`src/rtl/baccarat_pkg.sv`:
```
// Shared types and helpers for the baccarat sequencing controller.
package baccarat_pkg;

    typedef enum logic [3:0] {
        IDLE,
        DEAL_P1,
        DEAL_D1,
        DEAL_P2,
        DEAL_D2,
        CHECK,
        DEAL_P3,
        BANKER_CHECK,
        DEAL_D3,
        DONE
    } state_t;

    localparam logic [3:0] RANK_NONE = 4'd0;
    localparam logic [3:0] RANK_TEN  = 4'd10;

    // Tens and face cards count as zero; every other rank scores its face value.
    function automatic logic [3:0] card_value(input logic [3:0] rank);
        return (rank >= RANK_TEN) ? 4'd0 : rank;
    endfunction

endpackage

```
`src/rtl/banker_draw.sv`:
```
// Banker third-card decision, given the banker score and the player's third card.
module banker_draw
    import baccarat_pkg::*;
(
    input  logic [3:0] dscore,
    input  logic [3:0] pcard3,
    output logic       draw
);

    logic [3:0] v;

    // NOTE: every signal driven here gets a value before the case, so no latch is inferred.
    always_comb begin
        v    = card_value(pcard3);
        draw = 1'b0;
        case (dscore)
            4'd0, 4'd1, 4'd2: draw = 1'b1;
            4'd3:             draw = (v != 4'd8);
            4'd4:             draw = (v >= 4'd2) && (v <= 4'd7);
            4'd5:             draw = (v >= 4'd4) && (v <= 4'd7);
            4'd6:             draw = (v >= 4'd6) && (v <= 4'd7);
            default:          draw = 1'b0;
        endcase
    end

endmodule

```
`src/rtl/baccarat_ctrl.sv`:
```
// Moore sequencer for one baccarat hand: deals four cards, applies the tableau
// rules for third cards, then lights the winner until the next reset.
module baccarat_ctrl
    import baccarat_pkg::*;
(
    input  logic       slow_clock,
    input  logic       resetb,
    input  logic [3:0] pscore,
    input  logic [3:0] dscore,
    input  logic [3:0] pcard3,
    output logic       load_pcard1,
    output logic       load_pcard2,
    output logic       load_pcard3,
    output logic       load_dcard1,
    output logic       load_dcard2,
    output logic       load_dcard3,
    output logic       hand_done,
    output logic       player_win_light,
    output logic       dealer_win_light
);

    state_t state;
    state_t next_state;
    logic   banker_draws;

    banker_draw u_banker_draw (
        .dscore (dscore),
        .pcard3 (pcard3),
        .draw   (banker_draws)
    );

    always_comb begin
        next_state = state;
        case (state)
            IDLE:    next_state = DEAL_P1;
            DEAL_P1: next_state = DEAL_D1;
            DEAL_D1: next_state = DEAL_P2;
            DEAL_P2: next_state = DEAL_D2;
            DEAL_D2: next_state = CHECK;
            CHECK: begin
                if (pscore >= 4'd8 || dscore >= 4'd8) next_state = DONE;
                else if (pscore <= 4'd5)              next_state = DEAL_P3;
                else if (dscore <= 4'd5)              next_state = DEAL_D3;
                else                                  next_state = DONE;
            end
            DEAL_P3:      next_state = BANKER_CHECK;
            BANKER_CHECK: next_state = banker_draws ? DEAL_D3 : DONE;
            DEAL_D3:      next_state = DONE;
            DONE:         next_state = DONE;
            default:      next_state = IDLE;
        endcase
    end

    // Strobes are registered from next_state so each one is a clean flop output
    // aligned exactly with the state it belongs to.
    // NOTE: sequential state uses non-blocking assignments so all flops update together.
    always_ff @(posedge slow_clock or posedge resetb) begin
        if (resetb) begin
            state       <= IDLE;
            load_pcard1 <= 1'b0;
            load_pcard2 <= 1'b0;
            load_pcard3 <= 1'b0;
            load_dcard1 <= 1'b0;
            load_dcard2 <= 1'b0;
            load_dcard3 <= 1'b0;
            hand_done   <= 1'b0;
        end else begin
            state       <= next_state;
            load_pcard1 <= (next_state == DEAL_P1);
            load_pcard2 <= (next_state == DEAL_P2);
            load_pcard3 <= (next_state == DEAL_P3);
            load_dcard1 <= (next_state == DEAL_D1);
            load_dcard2 <= (next_state == DEAL_D2);
            load_dcard3 <= (next_state == DEAL_D3);
            hand_done   <= (next_state == DONE);
        end
    end

    // Lights follow the live scores so a third banker card loaded on entry to DONE counts.
    assign player_win_light = hand_done && (pscore >= dscore);
    assign dealer_win_light = hand_done && (dscore >= pscore);

endmodule
```
`config.mk`:
```
export PLATFORM = sky130hd
export DESIGN_NAME = baccarat_ctrl
export DESIGN_NICKNAME = d
export VERILOG_FILES = /design/src/rtl/baccarat_pkg.sv /design/src/rtl/banker_draw.sv /design/src/rtl/baccarat_ctrl.sv
export SDC_FILE = /design/constraint.sdc
export NUM_CORES = 1
export LEC_CHECK = 0
export CAP_MARGIN = 20
export CORE_MARGIN = 2
export CORE_UTILIZATION = 45
export DETAILED_ROUTE_END_ITERATION = 16
export PLACE_DENSITY = 0.9
export SYNTH_ARGS = -nofsm -noshare
export SYNTH_HDL_FRONTEND = slang
export SYNTH_SLANG_ARGS = --single-unit
```
`constraint.sdc`:
```
create_clock -name slow_clock -period 1.9 [get_ports slow_clock]
set_input_delay 0.19 -clock slow_clock [delete_from_list [all_inputs] [get_ports slow_clock]]
set_output_delay 0.19 -clock slow_clock [all_outputs]
set_load 0.02 [all_outputs]
```
==> impl_metrics.env, run 1 <==
export IMPL_synth_mux_area_share_pct=0
export IMPL_syn_inst=63
export IMPL_synth_edf_count=0
export IMPL_pre_cts_ws_ns=-0.4654
export IMPL_synth_compound_area_share_pct=18.42
export IMPL_grt_total_usage_pct=19.05
export IMPL_arrival_ns=1.61
export IMPL_synth_xor_xnor_area_share_pct=0
export IMPL_worstPathMaxFanout=2
export IMPL_path_cells="clkdlybuf4s50_1 > inv_1 > ha_1 > and4_1 > a22o_1 > buf_4"
export IMPL_fmax_ghz=0.5556
export IMPL_drt_pass1_iter_count=4
export IMPL_cap_violations=0
export IMPL_path_clk_slew_ns=0.07
export IMPL_rsz0062_at_grt="no"
export IMPL_syn_to_final_growth_pct=46.96
export IMPL_final_nets=111
export IMPL_dpl_hpwl_mm=1.147
export IMPL_cts_buffer_depth=2
export IMPL_period_needed_ns=1.800
export IMPL_die_y_um=41.06
export IMPL_critical_path_required_ns=1.71
export IMPL_r2r_start="state[3]"
export IMPL_timing_rr_end="load_dcard3"
export IMPL_synthAdderAreaFrac_pct=8.097
export IMPL_powerDensity_nw_per_um2=1126
export IMPL_final_layout_size_suffix_gt1_share_pct=14.13
export IMPL_netlist_area_leader_share_pct=44.53
export IMPL_cts_root_buf="clkbuf_4"
export IMPL_yosys_area_top_type="dfrtp_1"
export IMPL_ir_drop_mv=0.5245
export IMPL_clock_skew_ns=0.0007416
export IMPL_leakage_nw=0.4399
export IMPL_drt_wirelength_per_cell_um=13.39
export IMPL_post_synth_top_count_cell="dfrtp_1"
export IMPL_cts_max_level=1
export IMPL_grt_pass1_wl_mm=2.090
export IMPL_synth_main_ff_cell="dfrtp_1"
export IMPL_synth_top_family_by_area="simple AND/OR/NAND/NOR gates"
export IMPL_cpLargestDelayFamily="buffers and inverters"
export IMPL_gp_congestion=0.8139
export IMPL_crit_type="in -> out"
export IMPL_grt_pass1_vias=502
export IMPL_antenna_found_initial=0
export IMPL_postRouteAntennaNets=0
export IMPL_slew_limit_headroom_pct=72.99
export IMPL_synth_seq_cells=11
export IMPL_setup_viol=0
export IMPL_yosysWarningCount=0
export IMPL_cts_tree="done"
export IMPL_worstHoldPathType="in -> async"
export IMPL_r2r_setup_slack_ns=0.42
export IMPL_tightestPinTransition_ns=0.4047
export IMPL_startpoint_type="input pin"
export IMPL_vias=581
export IMPL_dieArea_um2=1686
export IMPL_outcome="completed"
export IMPL_crit_buf_inv=3
export IMPL_chipWidth_um=41.06
export IMPL_syn_area_per_cell_um2=9.811
export IMPL_coreArea_um2=1285
export IMPL_worst_setup_path_end_kind="primary output"
export IMPL_grt_max_degree=12
export IMPL_netlist_area_um2=618.1
export IMPL_synth_simple_area_share_pct=22.87
export IMPL_grt_ovfl_total=0
export IMPL_fp_row_count=13
export IMPL_cp_slowest_cell="clkdlybuf4s50_1"
export IMPL_period_share_pct=94.73
export IMPL_r2r_cells=3
export IMPL_drc=0
export IMPL_max_stage_delay_ns=0.48
export IMPL_syn_nets=81
export IMPL_wirelength_mm=1.433
export IMPL_synthTopCellsByCount="dfrtp_1, inv_1, nor2_1, ha_1, nor3_1"
export IMPL_ys_top_cells_by_area="dfrtp_1, ha_1, inv_1"
export IMPL_synth_seq_area_share_pct=44.53
export IMPL_io_buffers=22
export IMPL_vias_per_cell=5.430
export IMPL_initial_utilization_pct=48.10
export IMPL_antenna_cells=0
export IMPL_cts_hold_buf=0
export IMPL_drv_slew=0
export IMPL_cts_buffers=3
export IMPL_clk_latency_ns=0.27
export IMPL_finalWorstSetupSlack_ns=0.1001
export IMPL_async_flop_share_pct=100.0
export IMPL_ios=23
export IMPL_cts_sinks=11
export IMPL_synth_distinct_cells=26
export IMPL_holdWs_ns=0.2049
export IMPL_hold_viol=0
export IMPL_drt_iter0_markers=16
-- flip-flops by register name (all words and copies together) (netlist names) --
signal and cells:
load_dcard1 1, load_dcard2 1, state 4, load_dcard3 1, load_pcard2 1, hand_done 1, load_pcard3 1, load_pcard1 1
-- layout make-up --
type | count | area, um2
Multi-Input combinational cell | 44 | 309.0
Inverter | 6 | 22.52
Sequential cell | 11 | 275.3
Fill cell | 94 | 376.6
Timing Repair Buffer | 27 | 255.2
Clock buffer | 3 | 22.52
Tap cell | 15 | 18.77
Clock inverter | 1 | 5.005
-- placed cells by master (no fill, tap or decap), drive strengths merged, types with 3 or more instances in the layout --
master and count:
a21oi 3, buf 7, clkbuf 3, clkdlybuf4s50 18, dfrtp 11, ha 4, inv 6, nor2 5
nor2b 3, nor3 4, o21ai 4
-- worst reg2reg max path, delay by kind of cell, from the launching register on --
family	cells	cell delay, ns
AO/OA/AOI/OAI	1	0.10
flip-flops	1	0.48
AND/OR/NAND/NOR	2	0.77
-- routing by layer --
metal | track usage (%) | share of wire (%) | up-vias
li1 | - | - | 288
met1 | 23.10 | 46 | 271
met2 | 31.25 | 47 | 20
met3 | 4.891 | 4.4 | 2
met4 | 8.333 | 1.9 | 0
met5 | 0 | 0 | -
-- per-stage QoR --
stage | cells | power [mW] | util, % | TNS, ns | area (um2)
2_1_floorplan | 63 | 0.6731 | - | 0 | 618.1
3_3_place_gp | 103 | 0.8482 | 68.45 | -0.7811 | 879.6
3_5_place_dp | 103 | 0.8690 | 68.45 | -0.8224 | 879.6
4_1_cts | 107 | 1.021 | 70.30 | 0 | 903.4
5_1_grt | 107 | 1.094 | 70.69 | 0 | 908.4
6_report | 107 | 1.022 | 70.69 | 0 | 908.4
-- power by group --
| part | total (mW) | switching (mW) | internal (mW) |
|---|---|---|---|
| registers | 0.406 | 0.0880 | 0.318 |
| clock network | 0.158 | 0.0799 | 0.0779 |
| logic | 0.459 | 0.234 | 0.225 |
| total | 1.02 | 0.402 | 0.620 |
-- worst max-delay path by stage --
stage	from	end	slack (ns)	depth (start not counted)
after CTS	pscore[1]	player_win_light	0.02	8
after global routing	pscore[3]	dealer_win_light	0.03	7
after global placement	pscore[1]	player_win_light	-0.45	8
final	pscore[3]	player_win_light	0.10	6
after floorplan	pscore[1]	player_win_light	0.56	6
after detailed placement	pscore[1]	player_win_light	-0.47	8
-- logic make-up (layout without fill, tap and decap cells) --
family          count (synthesis)  count (layout)
flops                          11              11
fa+ha+maj                       4               4
simple gates                   24              24
buf+inv                         8              37
compound gates                 16              16
-- what timing repair did --
| item | in CTS | in global routing |
|---|---|---|
| pin swaps | 0 | 3 |
| endpoints found under the setup margin | 2 | 2 |
| buffers inserted | 0 | 0 |
| gates resized for setup | 10 | 2 |
| hold endpoints to repair | 0 | 0 |
Power figures use the tool's default switching activity.
==> run 2, diff against run 1 <==
--- a/config.mk
+++ b/config.mk
@@ -9,6 +9,7 @@
 export CORE_MARGIN = 2
 export CORE_UTILIZATION = 45
 export DETAILED_ROUTE_END_ITERATION = 16
+export GPL_TIMING_DRIVEN = 0
 export PLACE_DENSITY = 0.9
 export SYNTH_ARGS = -nofsm -noshare
 export SYNTH_HDL_FRONTEND = slang
==> impl_metrics.env, run 2 (same netlist as run 1, synthesis figures left out) <==
export IMPL_grt_max_degree=12
export IMPL_grt_ovfl_total=0
export IMPL_die_y_um=41.06
export IMPL_path_cells="clkdlybuf4s50_1 > inv_2 > ha_4 > nor2b_1 > o21a_1 > o21ai_2 > a22o_1 > buf_6"
export IMPL_drt_iter0_markers=1
export IMPL_final_cell_mix="clkdlybuf4s50_1, dfrtp_1, inv_1, nor2_1, nor3_1"
export IMPL_drt_pass1_iter_count=4
export IMPL_chipWidth_um=41.06
export IMPL_vias=581
export IMPL_cts_buffers=3
export IMPL_cts_root_buf="clkbuf_4"
export IMPL_drt_wirelength_per_cell_um=13.90
export IMPL_grt_total_usage_pct=19.48
export IMPL_powerDensity_nw_per_um2=1151
export IMPL_outcome="completed"
export IMPL_final_common_cell="clkdlybuf4s50_1"
export IMPL_crit_type="in -> out"
export IMPL_initial_utilization_pct=48.10
export IMPL_place_area_um2=857.1
export IMPL_cts_hold_buf=0
export IMPL_max_stage_delay_ns=0.52
export IMPL_total_power_mw=1.040
export IMPL_final_nets=108
export IMPL_dieArea_um2=1686
export IMPL_wirelength_mm=1.446
export IMPL_cp_slowest_cell="clkdlybuf4s50_1"
export IMPL_grt_pass1_wl_mm=2.111
export IMPL_arrival_ns=1.70
export IMPL_path_clk_slew_ns=0.07
export IMPL_drv_slew=0
export IMPL_postRouteAntennaNets=0
export IMPL_critical_path_required_ns=1.71
export IMPL_coreArea_um2=1285
export IMPL_hold_viol=0
export IMPL_ir_drop_mv=0.5578
export IMPL_period_needed_ns=1.891
export IMPL_cts_tree="done"
export IMPL_fmax_ghz=0.5288
export IMPL_dpl_hpwl_mm=1.059
export IMPL_worst_setup_path_end_kind="primary output"
export IMPL_cts_buffer_depth=2
export IMPL_n_fill_cell=101
export IMPL_leakage_nw=0.4232
export IMPL_max_flop_register="state"
export IMPL_holdWs_ns=0.2237
export IMPL_fp_row_count=13
export IMPL_worstHoldPathType="in -> async"
export IMPL_final_area_um2=903.4
export IMPL_startpoint_type="input pin"
export IMPL_pre_cts_ws_ns=-0.5126
export IMPL_vias_per_cell=5.587
export IMPL_clk_latency_ns=0.27
export IMPL_ios=23
export IMPL_antenna_found_initial=0
export IMPL_finalWorstSetupSlack_ns=0.008938
export IMPL_cts_sinks=11
export IMPL_worstPathMaxFanout=2
export IMPL_io_buffers=22
export IMPL_clock_skew_ns=0.002541
export IMPL_grt_pass1_vias=498
export IMPL_gp_congestion=0.8419
export IMPL_period_share_pct=99.53
export IMPL_tightestPinTransition_ns=0.3924
export IMPL_slew_limit_headroom_pct=73.81
export IMPL_drc=0
export IMPL_syn_to_final_growth_pct=46.15
export IMPL_final_layout_size_suffix_gt1_share_pct=12.36
export IMPL_largest_reg_flops=4
export IMPL_antenna_cells=0
export IMPL_setup_viol=0
export IMPL_cap_violations=0
export IMPL_cts_max_level=1
[run 2: cell count changes in the layout (fill, tap and decap cells not counted)]
cell / delta
buf_2: -1
buf_4: -3
buf_6: +1
clkbuf_1: +1
clkinv_2: -1
ha_1: -1
ha_4: +1
inv_1: -1
inv_2: +1
[run 2: worst paths after layout]
path	startpoint	cells after the start	end	slack (ns)
max reg2reg	state[2]	4	load_dcard3	0.43
max	pscore[1]	8	player_win_light	0.009
min	resetb	2	load_dcard1	0.22
min in group slow_clock	pscore[3]	3	load_pcard3	0.40
max in group asynchronous	resetb	2	load_dcard3	1.40
min reg2reg	state[3]	2	state[2]	0.55
[run 2: what timing repair did]
action | in CTS | in global routing
setup endpoints to repair | 2 | 2
gates resized for setup | 10 | 6
pin swaps | 0 | 3
buffers inserted | 0 | 0
[run 2: layout make-up]
class,instances,area [um2],share of cell area (%)
plain buffers,2,15.01,1.662
clock buffers,4,26.28,2.909
inverters,6,22.52,2.493
multi-input cells,44,321.6,35.60
flip-flops and latches,11,275.3,30.47
well taps,15,18.77,2.078
repair buffers,22,224.0,24.79
[run 2: critical path: cells and delay by family]
| kind | cells | cell delay, ns |
|---|---|---|
| buffers and inverters | 3 | 0.69 |
| AND/OR/NAND/NOR | 1 | 0.12 |
| AO/OA/AOI/OAI | 3 | 0.49 |
| adder cells (fa/ha/maj) | 1 | 0.21 |
[run 2: through the flow]
| stage | setup TNS [ns] | utilization [%] | instances |
|---|---|---|---|
| final | 0 | 70.30 | 104 |
| after floorplan | 0 | - | 63 |
| after detailed placement | -0.9254 | 66.70 | 100 |
| after global routing | -0.08267 | 70.30 | 104 |
| after CTS | -0.01756 | 68.45 | 104 |
| after global placement | -0.8118 | 66.70 | 100 |
[run 2: power breakdown]
part	leakage (nW)	switching, mW	internal (mW)
Clock	0.0150	0.0781	0.0813
Sequential	0.145	0.0667	0.318
Combinational	0.263	0.255	0.241
Total	0.423	0.399	0.641
[run 2: per-layer routing]
metal / up-vias / share of wire (%) / track usage [%]
met5: - / 0 / 0
met4: 0 / 1.6 / 7.500
met3: 4 / 2.9 / 7.065
met2: 16 / 52 / 31.25
met1: 280 / 44 / 23.41
li1: 281 / - / -
==> run 3, diff against run 2 <==
--- a/config.mk
+++ b/config.mk
@@ -11,6 +11,7 @@
 export DETAILED_ROUTE_END_ITERATION = 16
 export GPL_TIMING_DRIVEN = 0
 export PLACE_DENSITY = 0.9
+export SKIP_CTS_REPAIR_TIMING = 1
 export SYNTH_ARGS = -nofsm -noshare
 export SYNTH_HDL_FRONTEND = slang
 export SYNTH_SLANG_ARGS = --single-unit
==> impl_metrics.env, run 3 (same netlist as run 1, synthesis figures left out) <==
export IMPL_gp_congestion=0.8419
export IMPL_cts_tree="done"
export IMPL_path_cells="clkdlybuf4s50_1 > ha_1 > and4_1 > a22o_1 > buf_6"
export IMPL_final_nets=108
export IMPL_setup_viol=0
export IMPL_coreArea_um2=1285
export IMPL_initial_utilization_pct=48.10
export IMPL_cts_max_level=1
export IMPL_fp_row_count=13
export IMPL_tightestPinTransition_ns=0.3897
export IMPL_cts_buffer_depth=2
export IMPL_vias_per_cell=5.635
export IMPL_finish_utilization_pct=70.50
export IMPL_drt_pass1_iter_count=4
export IMPL_ios=23
export IMPL_timing_rr_end="load_dcard3"
export IMPL_max_stage_delay_ns=0.56
export IMPL_wirelength_mm=1.454
export IMPL_postRouteAntennaNets=0
export IMPL_cts_buffers=3
export IMPL_fmax_ghz=0.5559
export IMPL_r2r_setup_slack_ns=0.43
export IMPL_cts_root_buf="clkbuf_4"
export IMPL_path_clk_slew_ns=0.07
export IMPL_clock_skew_ns=0.002090
export IMPL_crit_type="in -> out"
export IMPL_die_y_um=41.06
export IMPL_dieArea_um2=1686
export IMPL_worst_setup_path_end_kind="primary output"
export IMPL_cap_violations=0
export IMPL_dpl_hpwl_mm=1.059
export IMPL_worstPathMaxFanout=4
export IMPL_crit_buf_inv=2
export IMPL_clk_latency_ns=0.27
export IMPL_startpoint_type="input pin"
export IMPL_largest_reg_flops=4
export IMPL_cp_slowest_cell="clkdlybuf4s50_1"
export IMPL_final_layout_size_suffix_gt1_share_pct=12.36
export IMPL_pre_cts_ws_ns=-0.5126
export IMPL_drv_slew=0
export IMPL_cts_sinks=11
export IMPL_outcome="completed"
export IMPL_cpLargestDelayFamily="buffers and inverters"
export IMPL_vias=586
export IMPL_grt_pass1_wl_mm=2.097
export IMPL_arrival_ns=1.61
export IMPL_chipWidth_um=41.06
export IMPL_final_common_cell="clkdlybuf4s50_1"
export IMPL_grt_pass1_vias=495
export IMPL_worstHoldPathType="in -> async"
export IMPL_io_buffers=22
export IMPL_slew_limit_headroom_pct=73.99
export IMPL_syn_to_final_growth_pct=46.56
export IMPL_drt_wirelength_per_cell_um=13.98
export IMPL_r2r_start="state[2]"
export IMPL_period_needed_ns=1.799
export IMPL_max_flop_register="state"
export IMPL_grt_ovfl_total=0
export IMPL_r2r_cells=4
export IMPL_rsz0062_at_grt="no"
export IMPL_finalWorstSetupSlack_ns=0.1011
export IMPL_leakage_nw=0.4324
export IMPL_hold_viol=0
export IMPL_powerDensity_nw_per_um2=1145
export IMPL_final_cell_mix="clkdlybuf4s50_1, dfrtp_1, inv_1, nor2_1, nor3_1"
export IMPL_critical_path_required_ns=1.71
export IMPL_antenna_cells=0
export IMPL_drc=0
export IMPL_ir_drop_mv=0.5580
export IMPL_period_share_pct=94.68
export IMPL_grt_max_degree=12
export IMPL_drt_iter0_markers=4
export IMPL_grt_total_usage_pct=19.37
export IMPL_antenna_found_initial=0
run 3: routing by layer:
| layer | share of wire, % | up-vias | track usage (%) |
|---|---|---|---|
| met3 | 4.1 | 4 | 7.065 |
| met2 | 51 | 18 | 31.25 |
| met1 | 43 | 282 | 23.08 |
| met5 | 0 | - | 0 |
| met4 | 1.4 | 0 | 7.500 |
| li1 | - | 282 | - |
run 3: worst max-delay path by stage:
stage	from	endpoint	slack [ns]	depth (start not counted)
after floorplan	pscore[1]	player_win_light	0.56	6
after global placement	pscore[1]	player_win_light	-0.47	8
after detailed placement	pscore[1]	player_win_light	-0.51	8
after CTS	pscore[1]	player_win_light	-0.52	8
after global routing	pscore[2]	dealer_win_light	0.03	7
final	dscore[3]	player_win_light	0.10	5
run 3: worst reg2reg max path, cell delays in order, from the launching register on:
cell and delay [ns]:
dfrtp_1 0.38, buf_4 0.16, or3b_1 0.38, o21ai_2 0.09, nor4b_1 0.32
run 3: final cells by class:
cell class | instances | area [um2]
Timing Repair Buffer | 22 | 226.5
Sequential cell | 11 | 275.3
Inverter | 6 | 22.52
Clock buffer | 4 | 26.28
Fill cell | 100 | 379.1
Buffer | 2 | 15.01
Tap cell | 15 | 18.77
Multi-Input combinational cell | 44 | 321.6
run 3: metrics by stage:
stage	area [um2]	total power [mW]	std cells	hold slack, ns	TNS [ns]
final	905.9	1.038	104	0.2277	0
after global routing	905.9	1.108	104	0.2551	0
after global placement	857.1	0.8582	100	0.4869	-0.8118
after floorplan	618.1	0.6731	63	0.04244	0
after detailed placement	857.1	0.8787	100	0.5125	-0.9254
after CTS	883.3	1.039	104	0.2282	-0.9399
run 3: report_power, final:
part           internal (mW)  switching [mW]  leakage, nW
clock network         0.0813          0.0744       0.0150
registers              0.318          0.0680        0.145
logic                  0.241           0.255        0.273
total                  0.640           0.397        0.432
